===== src/rtl/mod3_stream_acc.sv =====
// Frame-level modulo-3 accumulator fed by per-byte remainders; emits frame remainder and length.
// Optional MOD3_CHECK_EN macro adds err_o flagging illegal remainder code 3 within a frame.
module mod3_stream_acc #(
  parameter int unsigned CNT_W = 16
) (
  input  logic             clk_i,
  input  logic             rst_n_i,
  input  logic [1:0]       rem_i,
  input  logic             in_valid_i,
  input  logic             in_last_i,
  output logic             in_ready_o,
  output logic [1:0]       rem_o,
  output logic [CNT_W-1:0] len_o,
  output logic             ovf_o,
`ifdef MOD3_CHECK_EN
  output logic             err_o,
`endif
  output logic             out_valid_o,
  input  logic             out_ready_i
);

  localparam logic [CNT_W-1:0] CNT_MAX = '1;

  typedef enum logic [1:0] {
    IDLE  = 2'd0,
    ACCUM = 2'd1,
    HOLD  = 2'd2
  } state_e;

  typedef struct packed {
    logic [1:0]       rem;
    logic [CNT_W-1:0] len;
    logic             ovf;
  } result_t;

  state_e           state_q, state_d;
  logic [1:0]       acc_q, acc_d;
  logic [CNT_W-1:0] cnt_q, cnt_d;
  logic             ovf_q, ovf_d;
  result_t          res_q, res_d;
  logic             out_valid_q, out_valid_d;
  logic             in_ready_q, in_ready_d;

  logic             beat_acc;
  logic             res_take;
  logic             frame_start;
  logic [1:0]       rem_clean;
  logic [1:0]       acc_base;
  logic [CNT_W-1:0] cnt_base;
  logic             ovf_base;
  logic             sat_hit;
  logic [1:0]       acc_sum;
  logic [CNT_W-1:0] cnt_inc;
  logic             ovf_sum;

`ifdef MOD3_CHECK_EN
  logic err_q, err_d;
  logic err_res_q, err_res_d;
  logic err_sum;
`endif

  // Sum of two residues in 0..2, folded back into 0..2.
  function automatic logic [1:0] mod3add(input logic [1:0] a, input logic [1:0] b);
    logic [2:0] s;
    s = 3'(a) + 3'(b);
    return (s >= 3'd3) ? 2'(s - 3'd3) : s[1:0];
  endfunction

  // Datapath: the beat's contribution, with frame-start reseeding the running values.
  always_comb begin
    beat_acc    = in_valid_i && in_ready_q;
    res_take    = out_valid_q && out_ready_i;
    frame_start = (state_q == IDLE);
    rem_clean   = (rem_i == 2'd3) ? 2'd0 : rem_i;
    acc_base    = frame_start ? 2'd0 : acc_q;
    cnt_base    = frame_start ? '0 : cnt_q;
    ovf_base    = frame_start ? 1'b0 : ovf_q;
    sat_hit     = (cnt_base == CNT_MAX);
    acc_sum     = mod3add(acc_base, rem_clean);
    cnt_inc     = sat_hit ? cnt_base : CNT_W'(cnt_base + CNT_W'(1));
    ovf_sum     = ovf_base | sat_hit;
  end

`ifdef MOD3_CHECK_EN
  always_comb begin
    err_sum = ((state_q == IDLE) ? 1'b0 : err_q) | (rem_i == 2'd3);
  end
`endif

  // Next-state and output-register logic.
  always_comb begin
    state_d     = state_q;
    acc_d       = acc_q;
    cnt_d       = cnt_q;
    ovf_d       = ovf_q;
    res_d       = res_q;
    out_valid_d = out_valid_q;
    in_ready_d  = in_ready_q;
`ifdef MOD3_CHECK_EN
    err_d       = err_q;
    err_res_d   = err_res_q;
`endif
    case (state_q)
      IDLE, ACCUM: begin
        if (beat_acc) begin
          if (in_last_i) begin
            state_d     = HOLD;
            res_d.rem   = acc_sum;
            res_d.len   = cnt_inc;
            res_d.ovf   = ovf_sum;
            acc_d       = 2'd0;
            cnt_d       = '0;
            ovf_d       = 1'b0;
            out_valid_d = 1'b1;
            in_ready_d  = 1'b0;
`ifdef MOD3_CHECK_EN
            err_res_d   = err_sum;
            err_d       = 1'b0;
`endif
          end else begin
            state_d = ACCUM;
            acc_d   = acc_sum;
            cnt_d   = cnt_inc;
            ovf_d   = ovf_sum;
`ifdef MOD3_CHECK_EN
            err_d   = err_sum;
`endif
          end
        end
      end
      HOLD: begin
        if (res_take) begin
          state_d     = IDLE;
          out_valid_d = 1'b0;
          in_ready_d  = 1'b1;
        end
      end
      default: begin
        state_d     = IDLE;
        acc_d       = 2'd0;
        cnt_d       = '0;
        ovf_d       = 1'b0;
        out_valid_d = 1'b0;
        in_ready_d  = 1'b1;
      end
    endcase
  end

  always_ff @(posedge clk_i or negedge rst_n_i) begin
    if (!rst_n_i) begin
      state_q     <= IDLE;
      acc_q       <= 2'd0;
      cnt_q       <= '0;
      ovf_q       <= 1'b0;
      res_q       <= '0;
      out_valid_q <= 1'b0;
      in_ready_q  <= 1'b1;
    end else begin
      state_q     <= state_d;
      acc_q       <= acc_d;
      cnt_q       <= cnt_d;
      ovf_q       <= ovf_d;
      res_q       <= res_d;
      out_valid_q <= out_valid_d;
      in_ready_q  <= in_ready_d;
    end
  end

`ifdef MOD3_CHECK_EN
  always_ff @(posedge clk_i or negedge rst_n_i) begin
    if (!rst_n_i) begin
      err_q     <= 1'b0;
      err_res_q <= 1'b0;
    end else begin
      err_q     <= err_d;
      err_res_q <= err_res_d;
    end
  end

  assign err_o = err_res_q;
`endif

  assign in_ready_o  = in_ready_q;
  assign out_valid_o = out_valid_q;
  assign rem_o       = res_q.rem;
  assign len_o       = res_q.len;
  assign ovf_o       = res_q.ovf;

endmodule


===== config.mk =====
export PLATFORM = sky130hd
export DESIGN_NAME = mod3_stream_acc
export DESIGN_NICKNAME = d
export VERILOG_FILES = /design/src/rtl/mod3_stream_acc.sv
export SDC_FILE = /design/constraint.sdc
export NUM_CORES = 1
export LEC_CHECK = 0
export ABC_AREA = 1
export CORE_MARGIN = 5
export CORE_UTILIZATION = 55
export DETAILED_ROUTE_END_ITERATION = 10
export DONT_BUFFER_PORTS = 1
export PLACE_DENSITY = 0.78
export SYNTH_ARGS = -nofsm -noshare
export SYNTH_HDL_FRONTEND = slang
export SYNTH_SLANG_ARGS = --single-unit

===== constraint.sdc =====
create_clock -name clk_i -period 2.3 [get_ports clk_i]
set_clock_uncertainty 0.15 [all_clocks]
set_input_delay 0.345 -clock clk_i [delete_from_list [all_inputs] [get_ports clk_i]]
set_output_delay 0.345 -clock clk_i [all_outputs]
set_load 0.02 [all_outputs]

== Word level (Yosys, flattened, before mapping) ==
Index checks and enable logic that the tools add are counted.
W data, S select, Z words.

* Add/sub/neg operators: 3
* Magnitude comparators: 1
* Equal/unequal tests: 7
* Mux-type cells: 27
* Bitwise operators: 2
* Reductions and logical operators: 8

{| class="wikitable"
|+ Operators by type and width
! operator !! count
|-
| $mux W16 || 4
|-
| $pmux W16 S2 || 1
|-
| $add A16 B1 Y16 const B || 1
|-
| $eq A16 B16 Y1 const B || 1
|-
| $mux W2 || 8
|-
| $mux W1 || 9
|-
| $pmux W2 S2 || 2
|-
| $ne A2 B2 Y1 const B || 3
|-
| $pmux W1 S2 || 3
|-
| $reduce_and A3 Y1 || 2
|-
| $eq A2 B2 Y1 const B || 2
|-
| $reduce_and A2 Y1 || 2
|-
| $add A2 B2 Y3 || 1
|-
| $ge A3 B2 Y1 const B || 1
|-
| $eq A2 B1 Y1 const B || 1
|-
| $logic_and A1 B1 Y1 || 2
|-
| $logic_not A2 Y1 || 1
|-
| $reduce_or A2 Y1 || 1
|-
| $sub A2 B2 Y2 const B || 1
|-
| $not A1 Y1 || 1
|-
| $or A1 B1 Y1 || 1
|}

* Register bits after elaboration: 42
* Input bits: 7

== Longest topological paths before layout ==
Gate-level depths: netlist (run 1).

* Depth after elaboration: 8
* Gate-level depth with buffers: 16
* Gate-level depth less buffers: 14

== Worst setup path after synthesis (run 1) ==
No wires, ideal clock.

* Kind: register to register
* Start point: register state_q[1]
* End point: register acc_q[1]
* Library setup time: 135 ps
* Arrival: 2208 ps
* Setup slack: -194 ps
* Stages on the path, launching flop included: 11
* Path buffers: 2
* Period minus slack after synthesis: 2494 ps
* Cells stage by stage: dfrtp_1 -> buf_6 -> nor2_4 -> buf_6 -> nor2_1 -> ha_1 -> fa_1 -> ha_1 -> a211o_1 -> o21ai_0 -> o22ai_1

* Cells in the longest elaborated chain, start to end: 8
* Elaborated cells on any way between the ends: 15

{| class="wikitable"
|+ RTL lines
! what !! RTL line !! text
|-
| start: declaration || 36 || <nowiki>state_e state_q, state_d;</nowiki>
|-
| start signal: assignment || 159 || <nowiki>state_q <= state_d;</nowiki>
|-
| $logic_not A2 Y1 || 73, 103 ||
|-
| $mux W2 || 75 || <nowiki>acc_base = frame_start ? 2'd0 : acc_q;</nowiki>
|-
| $add A2 B2 Y3 || 65 || <nowiki>s = 3'(a) + 3'(b);</nowiki>
|-
| $ge A3 B2 Y1 or $sub A2 B2 Y2 (tied branches) || 66 || <nowiki>return (s >= 3'd3) ? 2'(s - 3'd3) : s[1:0];</nowiki>
|-
| $mux W2 || 66 ||
|-
| $mux W2 || 106 || <nowiki>if (in_last_i) begin</nowiki>
|-
| $mux W2 || 105 || <nowiki>if (beat_acc) begin</nowiki>
|-
| $pmux W2 S2 || 103 || <nowiki>case (state_q)</nowiki>
|-
| end signal: assignment || 152 || <nowiki>acc_q <= 2'd0;</nowiki>
|-
| end signal: assignment || 160 || <nowiki>acc_q <= acc_d;</nowiki>
|-
| end: declaration || 37 || <nowiki>logic [1:0] acc_q, acc_d;</nowiki>
|}

Parallel ways exist; a longest one is shown, timed or not. The select of a mux whose other input is x is not followed.
A chain may end at the register's enable or synchronous reset.

== Final worst setup path (run 1) ==
* Start point: register state_q[0]
* End point: register acc_q[0]

The elaborated chain is that of the path after synthesis.

==> results of run 1 <==
## cells by family (layout without fill, tap and decap cells)
logic type	Yosys count	count (layout)
compound gates	22	22
flops	42	42
buf+inv	43	52
simple gates	214	214
fa+ha+maj	4	4
xor+xnor	6	6
## worst max-delay path by stage
| stage | start | to | slack (ps) | depth (start not counted) |
|---|---|---|---|---|
| detailed placement | state_q[0] | rem_o[0] | 30 | 9 |
| global route | state_q[0] | acc_q[0] | -9 | 9 |
| floorplan | state_q[1] | rem_o[0] | -140 | 11 |
| finish | state_q[0] | acc_q[0] | 80 | 9 |
| global placement | state_q[0] | rem_o[0] | 90 | 9 |
| CTS | state_q[0] | rem_o[0] | 20 | 9 |
## through the flow
step	cell area, µm²	setup slack, ps	hold slack, ps	utilization
2_1_floorplan	2460	-141	-101	-
3_3_place_gp	2520	91.1	-99.6	0.583
3_5_place_dp	2520	34.4	-99.6	0.583
4_1_cts	2640	18.1	119	0.611
5_1_grt	2670	-9.24	162	0.617
6_report	2670	77.7	130	0.617
## sequential cells by signal, indices dropped and copies added (netlist names)
name / flops
cnt_q: 16
out_valid_o: 1
state_q: 2
rem_o: 2
len_o: 16
ovf_q: 1
in_ready_o: 1
ovf_o: 1
acc_q: 2
## timing repair
item	in CTS	in global routing
endpoints found under the hold margin	42	0
gates resized for setup	0	7
setup endpoints to repair	0	31
hold buffers	2	0
## metal layers
layer,GRT usage,wire (µm)
met1,0.263,2440
met2,0.294,2420
met3,0.0480,224
met4,0.0717,99
met5,0,0
## cells in the mapped netlist, types with 4 or more instances
master     n
nand2_1  127
xor2_1     4
o21ai_0   10
inv_1     28
nand4_1    6
nor2_2     7
nor2_1    32
dfrtp_1   41
nand2_2    6
nand3_1   25
a31oi_1    4
## power breakdown
part           internal (W)  switching [W]
logic             0.0000110      0.0000227
registers          0.000738              0
clock network      0.000242       0.000243
## tightest hold or removal path, delay by kind of cell
family,cells,cell delay (ps)
and+or+nand+nor,3,190
## area by class of cell
class,count,area (µm²),share of cell area
clock buffers,7,86.3,0.0323
clock inverters,1,5.00,0.00188
inverters,33,129,0.0483
multi-input cells,246,1230,0.462
flip-flops and latches,42,1050,0.394
well taps,52,65.1,0.0244
repair buffers,11,97.6,0.0366
==> reports/results.tsv, run 1 <==
stage	metric	value	unit
run_status	status	finished clean	
clock_tree	cts_setup_buffers	0	
timing	fin_crit_sh	0.966	
global_route	grt_max_degree	43	
timing	hold_violations	0	
yosys	synth_xor_xnor_area_share	0.0215	
yosys	synth_mux_area_frac	0	
cells_and_area	num_antenna_cells	0	
yosys	netlist_top_cells_area	dfrtp_1 (42%), nand2_1 (19%), nand3_1 (5.1%), nor2_1 (4.9%), inv_1 (4.3%)	
worst_setup_path	cp_cell_sequence	nor2_4, nor2_2, ha_2, fa_2, ha_2, a211o_1, xor2_1, inv_1, o22ai_1	
yosys	synth_compound_area_frac	0.0521	
yosys	syn_nets	342	
timing	maxSlewHeadroom	0.655	
timing	rsz0062_at_grt	true	
global_route	grt_pass1_vias	1944	
global_route	grt_overflow	0	
clock_tree	clk_latency	290	ps
worst_setup_path	reg2reg_slack	80	ps
cells_and_area	final_cell_mix	nand2_1 (127), dfrtp_1 (41), nor2_1 (31)	
timing	finalSetupTns	0	ps
detailed_routing	post_drt_wl_per_cell	13.2	µm
worst_setup_path	end_kind	flip-flop	
placement	dp_hpwl	3.62	mm
yosys	synth_edf_count	0	
power_and_ir_drop	power	0.00126	W
cells_and_area	fillers	392	
power_and_ir_drop	peakVddDrop	0.000274	V
yosys	synth_top_family_by_area	simple AND/OR/NAND/NOR gates	
clock_tree	htree_levels	2	
yosys	netlist_instances	331	
timing	drv_slew	0	
cells_and_area	area_delta_synth_final	8.99	%
yosys	synthAdderAreaFrac	0.0235	
floorplanning	core-area	4320	µm²
clock_tree	clk_path_buf_depth	2	
worst_setup_path	r2r_end	acc_q[0]	
yosys	synth-simple-area-share	0.393	
floorplanning	ioPinCount	28	
timing	setup_viol	0	
placement	gp_congestion	0.968	
global_route	antenna_found_initial	0	
worst_setup_path	cp-start-kind	flip-flop	
worst_setup_path	cp_top_family	adder cells	
yosys	synth_top_area_cell	dfrtp_1	
worst_setup_path	r2r_start	state_q[0]	
yosys	synth.distinct_cells	35	
floorplanning	rows	24	
yosys	ys_ff_latch	42	
detailed_routing	avgViaCountPerCell	5.20	
floorplanning	die_w	76.7	µm
min_path	hp-start	out_ready_i	
clock_tree	cts_tree	built	
detailed_routing	routed_wl	5.19	mm
yosys	ys_seq_area_frac	0.430	
clock_tree	cts_sinks	42	
timing	tightest_slew	514	ps
timing	max_freq	450	MHz
worst_setup_path	cp_slowest_cell	fa_2	
worst_setup_path	critPathArrivalTime	2250	ps
yosys	synthArstFlopShare	1.00	
cells_and_area	final_cell_count_no_fill	392	
placement	io_buffers	0	
yosys	synth_top_cell_area_share	0.419	
cells_and_area	drive_above_1_share	0.147	
worst_setup_path	r2r_cells	9	
clock_tree	numCtsBuffers	5	
detailed_routing	vias	2039	
floorplanning	start_util	0.566	
detailed_routing	ant_nets	0	
yosys	syn_area	2450	µm²
timing	period_minus_slack	2220	ps
floorplanning	die_h	76.7	µm
power_and_ir_drop	powerDensity	471	nW/µm²
min_path	holdPathStages	3	
worst_setup_path	required	2330	ps
worst_setup_path	path_class	reg2reg	
worst_setup_path	crit_fanout	3	
job	drv_cap	0	
global_route	grt_pass1_wl	9.16	mm
worst_setup_path	cp_slowest_stage_delay	450	ps
min_path	hold_path.class	in2reg	
worst_setup_path	path_common_cell	ha_2	
yosys	synth_area_per_cell	7.40	µm²
global_route	track_usage	0.192	
floorplanning	die_area	5890	µm²
cells_and_area	nets	350	
detailed_routing	first_iter_violations	91	
power_and_ir_drop	leakagePower	1.33	nW
worst_setup_path	worst-path-buf-inv	1	
cells_and_area	final_common_cell	nand2_1	
placement	place_inst	382	
min_path	hold_path_end	state_q[1]	
clock_tree	clockRootBuffer	clkbuf_8	
detailed_routing	firstDrtPassIters	4	
yosys	synth-warning-count	0	
yosys	ys.flop_type	dfrtp_1	
detailed_routing	drc	0	
clock_tree	clkTransAtPathRegs	70	ps
Power figures use the tool's default switching activity.
==> inputs of run 2 (changes only) <==
--- a/config.mk
+++ b/config.mk
@@ -6,11 +6,14 @@
 export NUM_CORES = 1
 export LEC_CHECK = 0
 export ABC_AREA = 1
+export CAP_MARGIN = 10
 export CORE_MARGIN = 5
 export CORE_UTILIZATION = 55
 export DETAILED_ROUTE_END_ITERATION = 10
 export DONT_BUFFER_PORTS = 1
+export GPL_TIMING_DRIVEN = 0
 export PLACE_DENSITY = 0.78
+export REMOVE_ABC_BUFFERS = 1
 export SYNTH_ARGS = -nofsm -noshare
 export SYNTH_HDL_FRONTEND = slang
 export SYNTH_SLANG_ARGS = --single-unit
==> run 2 against run 1 <==
Compared with the run above: flip-flop and latch count stayed put; critical endpoint unchanged; sequential power hardly changed; clock power is 21% higher; clock-buffer cell count is 2 lower; fmax is 3.3% lower; die area stayed put; highest routed layer unchanged; largest power group unchanged; first-iteration DRC count is 48% higher; utilization is 0.81 points higher; non-clock buffer count stayed put.
==> reports/results.tsv, run 2 (synthesis results as in run 1) <==
stage	metric	value	unit	change
cells_and_area	area_delta_synth_final	10.4	%	
worst_setup_path	cp-start-kind	flip-flop		
timing	tightest_slew	569	ps	+54.9 ps
worst_setup_path	crit_fanout	3		unchanged
job	drv_cap	0		unchanged
placement	dpl_worst_slack	-561	ps	-595 ps
timing	max_freq	435	MHz	-3.3%
global_route	grt_pass1_wl	9.36	mm	+2.2%
clock_tree	numCtsBuffers	5		unchanged
global_route	antenna_found_initial	0		unchanged
timing	setup_viol	0		unchanged
detailed_routing	ant_nets	0		unchanged
timing	maxSlewHeadroom	0.618		-0.0370
cells_and_area	seqCellArea	1050	µm²	+0.12%
floorplanning	die_area	5890	µm²	unchanged
detailed_routing	routed_wl	5.16	mm	-0.52%
timing	worst_hold_slack	106	ps	-23.7 ps
global_route	use_met1	0.240		-0.0229
timing	rsz0062_at_grt	true		
clock_tree	cts_tree	built		
timing	period_minus_slack	2300	ps	+76.0 ps
global_route	grt_overflow	0		unchanged
cells_and_area	drive_above_1_share	0.165		+0.0176
clock_tree	clkTransAtPathRegs	80	ps	about the same
floorplanning	ioPinCount	28		unchanged
floorplanning	start_util	0.566		unchanged
detailed_routing	drc	0		unchanged
floorplanning	die_w	76.7	µm	unchanged
floorplanning	die_h	76.7	µm	unchanged
detailed_routing	vias	2065		+1.3%
floorplanning	rows	24		unchanged
floorplanning	core-area	4320	µm²	unchanged
placement	gp_congestion	0.908		-6.2%
global_route	grt_max_degree	43		unchanged
global_route	track_usage	0.192		-0.000779
detailed_routing	post_drt_wl_per_cell	13.2	µm	-0.52%
clock_tree	htree_levels	2		unchanged
worst_setup_path	required	2340	ps	about the same
worst_setup_path	critPathArrivalTime	2330	ps	+80 ps
timing	setup_ws	1.66	ps	-76.0 ps
clock_tree	clockRootBuffer	clkbuf_8		
detailed_routing	first_iter_violations	135		+48%
clock_tree	clk_path_buf_depth	2		unchanged
timing	drv_slew	0		unchanged
clock_tree	cts_sinks	42		unchanged
power_and_ir_drop	leakagePower	1.34	nW	+1.1%
global_route	grt_use_met2	0.312		+0.0187
cells_and_area	final_common_cell	nand2_1		
clock_tree	clk_latency	310	ps	+20 ps
min_path	hold_path.class	in2reg		
power_and_ir_drop	peakVddDrop	0.000393	V	+43%
detailed_routing	avgViaCountPerCell	5.27		+1.3%
global_route	grt_pass1_vias	2135		+9.8%
cells_and_area	num_antenna_cells	0		unchanged
timing	finalSetupTns	0	ps	unchanged
run_status	status	finished clean		
worst_setup_path	path_class	reg2reg		
timing	fin_crit_sh	0.999		+0.0330
cells_and_area	nets	350		unchanged
placement	io_buffers	0		unchanged
power_and_ir_drop	powerDensity	503	nW/µm²	+6.8%
cells_and_area	multi_input_area	1250	µm²	+1.1%
detailed_routing	firstDrtPassIters	4		unchanged
cells_and_area	final_cell_mix	nand2_1 (126), dfrtp_1 (40), nor2_1 (30)		
worst_setup_path	end_kind	flip-flop		
global_route	grt_busiest_layer	met2		
global_route	use_met3	0.0468		-0.00117
cells_and_area	fillers	396		+1.0%
placement	dp_hpwl	3.43	mm	-5.2%
timing	hold_violations	0		unchanged
## run 2: area by class of cell
cell class / instances / share of cell area
Clock buffer: 5 / 0.0255
Timing Repair Buffer: 11 / 0.0361
Tap cell: 52 / 0.0241
Clock inverter: 3 / 0.0148
Multi-Input combinational cell: 246 / 0.461
Sequential cell: 42 / 0.390
Inverter: 33 / 0.0486
## run 2: metrics by stage
stage	cells	cell area [µm²]	total power, W	utilization
2_1_floorplan	321	2380	0.000764	-
6_report	392	2700	0.00136	0.625
4_1_cts	392	2680	0.00137	0.619
5_1_grt	392	2700	0.00141	0.625
3_3_place_gp	373	2450	0.000765	0.566
3_5_place_dp	373	2450	0.000766	0.566
## run 2: worst paths after layout
| kind | cells after the start | to | slack, ps | startpoint |
|---|---|---|---|---|
| min in group asynchronous | 2 | acc_q[1] | 350 | rst_n_i |
| max | 9 | acc_q[0] | 2 | state_q[0] |
| min | 3 | state_q[1] | 110 | out_ready_i |
| min reg2reg | 2 | ovf_q | 330 | ovf_q |
| max reg2reg | 9 | acc_q[0] | 2 | state_q[0] |
| max in group asynchronous | 2 | in_ready_o | 1400 | rst_n_i |
## run 2: repair_timing
item,in CTS,in global routing
endpoints found under the hold margin,42,0
setup buffers,9,0
pin swaps,4,3
hold buffers,2,0
endpoints found under the setup margin,38,38
gates resized for setup,11,8
## run 2: layer usage
layer / vias up / part of all wire
li1: 1058 / -
met1: 943 / 0.48
met2: 53 / 0.46
met3: 11 / 0.047
met4: 0 / 0.020
met5: - / 0
## run 2: report_power, final
group,internal (W),switching (W),total [W]
combinational,0.0000130,0.0000237,0.0000367
clock,0.000319,0.000266,0.000585
sequential,0.000738,0,0.000738
total,0.00107,0.000290,0.00136
## run 2: worst max-delay path, stage by stage (launching register included)
cell and delay [ps]:
dfrtp_1 410, nor2_4 140, nor2_2 40, ha_2 170, fa_1 470, buf_4 160, a211o_1 330, xor2_1 150
inv_1 90, o22ai_2 60
==> inputs of run 3 (changes only) <==
==> constraint.sdc (replaced) <==
create_clock -name clk_i -period 2.3 [get_ports clk_i]
set_clock_uncertainty 0.15 [all_clocks]
set_input_delay 0.345 -clock clk_i [delete_from_list [all_inputs] [get_ports clk_i]]
set_output_delay 0.345 -clock clk_i [all_outputs]
set_load 0.05 [all_outputs]
==> run 3 against run 2 <==
Compared with the run above: the flow now finishes with violations (setup timing); via count increased by 0.87%; clock-buffer cell count did not move; register-to-register slack barely moved; first-iteration DRC count fell by 3.7%; critical path depth stayed put; critical endpoint unchanged.
==> reports/results.tsv, run 3 (synthesis results as in run 1) <==
stage	metric	value	unit	change
floorplanning	rows	24		unchanged
run_status	violations	setup timing		
worst_setup_path	end_kind	flip-flop		
worst_setup_path	crit_fanout	3		unchanged
timing	hold_violations	0		unchanged
timing	maxSlewHeadroom	0.659		+0.0407
clock_tree	cts_tree	built		
global_route	antenna_found_initial	0		unchanged
timing	tightest_slew	509	ps	-60.4 ps
clock_tree	numCtsBuffers	5		unchanged
clock_tree	clkTransAtPathRegs	80	ps	about the same
floorplanning	die_area	5890	µm²	unchanged
cells_and_area	final_common_cell	nand2_1		
run_status	status	finished with violations		
global_route	use_met1	0.240		unchanged
detailed_routing	firstDrtPassIters	4		unchanged
cells_and_area	num_antenna_cells	0		unchanged
timing	worst_hold_slack	112	ps	+5.54 ps
timing	rsz0062_at_grt	true		
detailed_routing	ant_nets	0		unchanged
power_and_ir_drop	peakVddDrop	0.000393	V	about the same
cells_and_area	drive_above_1_share	0.176		+0.0112
floorplanning	die_w	76.7	µm	unchanged
worst_setup_path	cp-start-kind	flip-flop		
detailed_routing	avgViaCountPerCell	5.30		+0.61%
floorplanning	core-area	4320	µm²	unchanged
timing	finalSetupTns	-12.1	ps	-12.1 ps
timing	fin_crit_sh	1.01		+0.00600
global_route	grt_use_met2	0.312		unchanged
global_route	grt_busiest_layer	met2		
cells_and_area	final_cell_mix	nand2_1 (126), dfrtp_1 (39), nor2_1 (30)		
power_and_ir_drop	leakagePower	1.35	nW	+0.57%
clock_tree	clockRootBuffer	clkbuf_8		
worst_setup_path	critPathArrivalTime	2360	ps	+30 ps
global_route	grt_pass1_wl	9.36	mm	unchanged
detailed_routing	first_iter_violations	130		-3.7%
global_route	grt_overflow	0		unchanged
worst_setup_path	path_class	reg2reg		
placement	dp_hpwl	3.43	mm	unchanged
placement	io_buffers	0		unchanged
clock_tree	cts_sinks	42		unchanged
min_path	hold_path.class	in2reg		
job	drv_cap	0		unchanged
cells_and_area	nets	351		+0.29%
clock_tree	clk_latency	310	ps	about the same
clock_tree	htree_levels	2		unchanged
power_and_ir_drop	power	0.00136	W	+0.17%
placement	gp_congestion	0.908		unchanged
global_route	grt_max_degree	43		unchanged
global_route	grt_pass1_vias	2135		unchanged
floorplanning	die_h	76.7	µm	unchanged
cells_and_area	fillers	393		-0.76%
timing	drv_slew	0		unchanged
cells_and_area	area_delta_synth_final	11.4	%	
detailed_routing	post_drt_wl_per_cell	13.2	µm	+0.60%
timing	max_freq	433	MHz	-0.60%
timing	setup_viol	1		+1
detailed_routing	drc	0		unchanged
clock_tree	clk_path_buf_depth	2		unchanged
power_and_ir_drop	powerDensity	499	nW/µm²	-0.70%
worst_setup_path	required	2350	ps	about the same
global_route	use_met3	0.0468		unchanged
detailed_routing	routed_wl	5.20	mm	+0.85%
floorplanning	ioPinCount	28		unchanged
detailed_routing	vias	2083		+0.87%
floorplanning	start_util	0.566		unchanged
timing	period_minus_slack	2310	ps	+13.8 ps
timing	setup_ws	-12.1	ps	-13.8 ps
global_route	track_usage	0.192		unchanged
[run 3: layout make-up]
cell class / count / area [µm²] / area share
inverter: 33 / 134 / 0.0491
multi-input combinational: 246 / 1260 / 0.462
clock inverter: 3 / 40.0 / 0.0147
tap: 52 / 65.1 / 0.0239
clock buffer: 5 / 68.8 / 0.0252
timing repair buffer: 12 / 105 / 0.0385
sequential: 42 / 1050 / 0.387
[run 3: timing repair]
action,CTS,global route
buffers inserted,9,1
resized for setup,11,13
gates cloned,0,0
pin swaps,4,4
hold buffers,2,0
hold endpoints to repair,42,0
setup endpoints to repair,38,38
[run 3: power breakdown]
| part | internal, W | switching [W] | leakage (nW) |
|---|---|---|---|
| clock network | 0.000319 | 0.000268 | 0.0579 |
| registers | 0.000738 | 0 | 0.575 |
| logic | 0.0000130 | 0.0000242 | 0.718 |
| total | 0.00107 | 0.000292 | 1.35 |
[run 3: layer usage]
metal	wire, µm	vias up
li1	-	1063
met1	2440	956
met2	2340	49
met3	275	15
met4	148	0
met5	0	-
[run 3: path summary, 6_finish.rpt]
kind / startpoint / to / slack (ps) / depth (start not counted)
max: state_q[0] / acc_q[0] / -10 / 9
max in group asynchronous: rst_n_i / in_ready_o / 1400 / 2
min in group asynchronous: rst_n_i / cnt_q[7] / 350 / 2
min: out_ready_i / state_q[1] / 110 / 3
max reg2reg: state_q[0] / acc_q[0] / -10 / 9
min reg2reg: ovf_q / ovf_q / 340 / 2
[run 3: worst max-delay path, cell delays in order, from the launching register on]
cell,delay (ps)
dfrtp_1,410
nor2_4,140
nor2_2,40
ha_2,170
fa_1,470
buf_4,160
a211o_1,330
xor2_1,150
inv_1,100
o22ai_2,70
[run 3: metrics by stage]
stage	instances	area [µm²]	setup slack, ps	utilization
finish	393	2730	-12.1	0.631
global route	393	2730	-107	0.631
CTS	392	2680	-37.3	0.619
detailed placement	373	2450	-561	0.566
global placement	373	2450	-493	0.566
floorplan	321	2380	-240	-
==> edit 1, RTL diff (flow settings as in run 2) <==
Change the parameter `CNT_W` from 16 to 32.
--- a/src/rtl/mod3_stream_acc.sv
+++ b/src/rtl/mod3_stream_acc.sv
@@ -2,5 +2,5 @@
 // Optional MOD3_CHECK_EN macro adds err_o flagging illegal remainder code 3 within a frame.
 module mod3_stream_acc #(
-  parameter int unsigned CNT_W = 16
+  parameter int unsigned CNT_W = 32
 ) (
   input  logic             clk_i,
Ports: changed (resized len_o); port bits go from 28 to 44. The function was not compared with the original's and may differ.
==> edit 1 against run 2 <==
The flow now finishes with violations (setup timing); routed wire length rose to 2.7 times the old value; sequential cell count rose by 32; cell area grew 97%; worst hold slack lost 31 ps; critical path depth increased by 6; power rose by 77%; largest power group unchanged; setup slack got worse by 130 ps; sequential share of layout area shrank 4.1 points; synthesized area is 72% higher; final cell count up 95%; critical endpoint is now cnt_q[1]; largest cell class unchanged; synthesized cell count is 87% higher; utilization up 7.5 points; count of clock-buffer cells in the layout grew 6.
==> edit 1: results (changes against run 2) <==
The power in combinational cells was 65.8 µW (+79%). The xor-xnor portion of the synthesized cell area is 1.66% (-0.49 points), and the final routed wirelength across all metal layers is 13900 µm (+170%). The total design power was 2400 µW (+77%); the clock buffer count from CTS was 9 (+4). The maximum level of the CTS H-tree came out at 3 (+1). The tools report the worst max-slew margin expressed relative to the limit as 50.3% (-11 points).

The endpoint identified for the worst register-to-register timing path is cnt_q[1]. The share of synthesized flip-flops with an asynchronous set or reset works out to 100% (unchanged). The number of iterations in the first detailed-routing pass is 8 (+4). Reg-to-reg critical path startpoint: state_q[1]. The flow ran to the end, but the final reports show violations. The run gives 4541 (+120%) as the total vias in the final route. The distinct cell type count after synthesis is 30 (-14%).

The kind of cell with the highest combined delay along the critical path is simple AND/OR/NAND/NOR gates. Total number of nets in the final design: 669 (+91%). For the first-iteration detailed-routing DRC count, the log shows 555 (+310%).

The cell total after placement was 701 (+88%); the maximum buffer depth of the clock tree was 2 (unchanged). The share of post-route cells with drive strength above 1 was 19.8% (+3.3 points). The checks that failed: setup timing. The tools report the power dissipated by switching net loads as 554 µW (+91%). The ratio of routed vias to standard cells is 5.94 (+13%), and the routability-driven placement congestion ratio is 0.930 (+2.4%). The wire length of the first global-routing pass was 19600 µm (+110%); the power per cell area was 451 nW/µm² (-10%). The final total negative setup slack is -2220 ps (-2220 ps), and the clock network latency to the later pin of the worst-skew pair is 370 ps (+60 ps). The adder-cell share of the synthesized area works out to 1.36% (-0.99 points). Ranked by total cell area, the synthesized netlist is headed by dfrtp_1, nand2_1, nand3_1. The tools report the static leakage power as 0.00265 µW (+98%). The post-synthesis compound-gate area fraction is 4.30% (-0.91 points). Library cell contributing the largest single delay on the critical path: dfrtp_2. The tools report the final worst slack as -130 ps (-132 ps). For the minimum setup slack after placement, the log shows -1810 ps (-1250 ps). The run gives 25.4% (+6.2 points) as the aggregate global-route resource usage. The post-detailed-placement half-perimeter wirelength was 6670 µm (+94%). The data arrival at the endpoint of the critical path is 2570 ps (+240 ps), and the maximum fanout count along the critical path is 5 (+2). Multiplexer share of the synthesized area: 0.237% (+0.24 points). The part of the Yosys area used for sequential elements came out at 43.9% (+0.92 points).

The post-synthesis area per instance came out at 6.82 µm² (-7.8%). Cell count of the worst reg-to-reg path: 15 (+6). The commonest cells after synthesis are nand2_1, nor2_1, dfrtp_1. The tools report the worst-case hold slack as 74.7 ps (-31.5 ps).

The logs give 53 (+53) for the final-report setup violation count and 536 (+35%) for the number of inserted filler cells in the final layout. Area of placed instances: 4260 µm² (+74%).
==> edit 1: cell count changes after synthesis, sizes merged, moves of 3 or more <==
cell and change:
dfrtp +32, clkbuf +8, inv +19, nand3 +38, nand4 -5, buf +3
o21bai +5, nor2 +41, a31oi +3, nand2 +144
==> edit 1: cell type report <==
type | count | share of cell area [%]
Clock inverter | 5 | 1.03
Multi-Input combinational cell | 480 | 46.5
Sequential cell | 74 | 34.9
Timing Repair Buffer | 37 | 7.78
Clock buffer | 11 | 2.66
Inverter | 51 | 4.04
Tap cell | 102 | 2.40
Timing Repair inverter | 5 | 0.705
==> edit 1: metal layers <==
metal / global-route usage [%] / share of wire, %
met1: 32.5 / 37
met2: 39.3 / 46
met3: 6.17 / 11
met4: 14.4 / 5.6
met5: 0 / 0
==> edit 1: timing repair <==
item,in CTS,in global routing
gates cloned,7,6
pin swaps,5,16
hold buffers,2,0
setup endpoints to repair,71,70
endpoints found under the hold margin,74,0
gates resized for setup,31,74
setup buffers,17,16
==> edit 2, RTL diff (config.mk and constraints of run 2) <==
Made on the original files. Put a register stage on the output `ovf_o`, cleared by the reset. The value now appears one clock later. The other outputs are not delayed to match.
--- a/src/rtl/mod3_stream_acc.sv
+++ b/src/rtl/mod3_stream_acc.sv
@@ -185,5 +185,11 @@
   assign rem_o       = res_q.rem;
   assign len_o       = res_q.len;
-  assign ovf_o       = res_q.ovf;
+  always_ff @(posedge clk_i or negedge rst_n_i) begin
+    if (!rst_n_i) begin
+      ovf_o <= '0;
+    end else begin
+      ovf_o <= res_q.ovf;
+    end
+  end
 
 endmodule
Behaviour: no difference found for any inputs over 10 cycles, from zero or initial values and one cycle with rst_n_i low; that may be too few to reach the edited logic, so the function may still have changed.
==> edit 2 against run 2 <==
The run now ends with setup timing left; worst hold slack gained 1.3 ps; first-iteration DRC count grew 2.2%; sequential share of layout area fell by 0.13 points; global-route usage shrank 0.69 points; routed wire length rose by 4.8%; sequential power grew 2%; setup slack got worse by 9.5 ps; synthesized area grew 6.6%; sequential cell count up 1; cell area grew 2.7%; die area rose by 5.7%; clock power is 8.9% lower; power fell by 2.6%.
==> edit 2: results (changes against run 2) <==
The flow ran to the end, but the final reports show violations. The final reports fail on setup timing. The detailed-route wire length on metal 1 is 2440 µm (-0.93%).

The routed length per placed instance was 13.5 µm (+2.5%). After synthesis, the most frequently instantiated cells are nand2_1, dfrtp_1, nor2_1. The logs give 2104 (+1.9%) for the total vias in the final route and 378 (+1.3%) for the cell total after placement. The logs give 32 (-8.6%) for the distinct cell type count after synthesis and 0.000338 V (-14%) for the worst vdd rail ir drop.

The logs give 23.9% (-0.11 points) for the met1 capacity usage during global routing and -7.88 ps (-9.53 ps) for the final worst slack. Adder-cell share of the synthesized area: 2.21% (-0.15 points). The first-iteration detailed-routing DRC count came out at 138 (+2.2%). Post-detailed-placement half-perimeter wirelength: 3500 µm (+1.9%). The number of multi-input logic gates was 249 (+1.2%).

The area of placed instances was 2470 µm² (+1.1%); the share of cell area taken by flip-flops and latches was 38.8% (-0.13 points). The number of inserted filler cells in the final layout is 416 (+5.1%). The number of gates resized after CTS was 8 (-3). The worst max-slew margin expressed relative to the limit came out at 64.8% (+3.0 points). The tools report the power dissipated by switching net loads as 284 µW (-2.0%).

By area the synthesized netlist is led by dfrtp_1, nand2_1, buf_4. The part of the Yosys area used for sequential elements is 41.3% (-1.7 points). For the aggregate global-route resource usage, the log shows 18.5% (-0.69 points). The tools report the met2 wirelength from detailed routing as 2580 µm (+10%). The tools report the reg-to-reg critical path startpoint as state_q[1].

The number of non-clock buffers in the layout is 14 (+3). The final-report setup violation count came out at 1 (+1). The relative area of clock buffers and inverters in the final design was 3.74% (-0.29 points). The routability-driven placement congestion ratio came out at 0.866 (-4.6%). The run gives 5 (-4) as the post-CTS setup-driven buffer insertion count. The clock sink total is 43 (+2.4%). The minimum setup slack after placement is -488 ps (+72.4 ps), and the wire length of the first global-routing pass is 9210 µm (-1.5%). The combined flip-flop and latch cell area is 1080 µm² (+2.4%), and the xor-xnor portion of the synthesized cell area is 2.01% (-0.13 points). The ratio of routed vias to standard cells came out at 5.25 (-0.40%). The post-synthesis compound-gate area fraction came out at 4.89% (-0.32 points).
## edit 2: changes by cell type in the layout (fill, tap and decap cells not counted), sizes merged
cell	run 2	this run
nor2	43	45
clkbuf	5	7
clkinv	3	1
xnor2	2	1
clkinvlp	0	1
buf	10	13
xor2	4	5
bufinv	1	0
nand3	25	26
dfrtp	41	42
## edit 2: power by group through the flow
stage	logic, µW	clock network [µW]	registers (µW)
after global routing	42.9	582	755
after floorplan	11.1	0	771
final	36.4	533	755
after detailed placement	13.1	0	770
after CTS	37.5	553	755
after global placement	12.4	0	771
## edit 2: per-stage QoR
step	TNS (ps)	power (µW)	hold WS (ps)	utilization (%)
6_report	-7.88	1320	107	59.6
5_1_grt	-323	1380	156	59.6
4_1_cts	-173	1350	100	57.3
3_5_place_dp	-7680	784	-99.2	53.0
3_3_place_gp	-5500	783	-99.0	53.0
2_1_floorplan	-894	782	-101	-
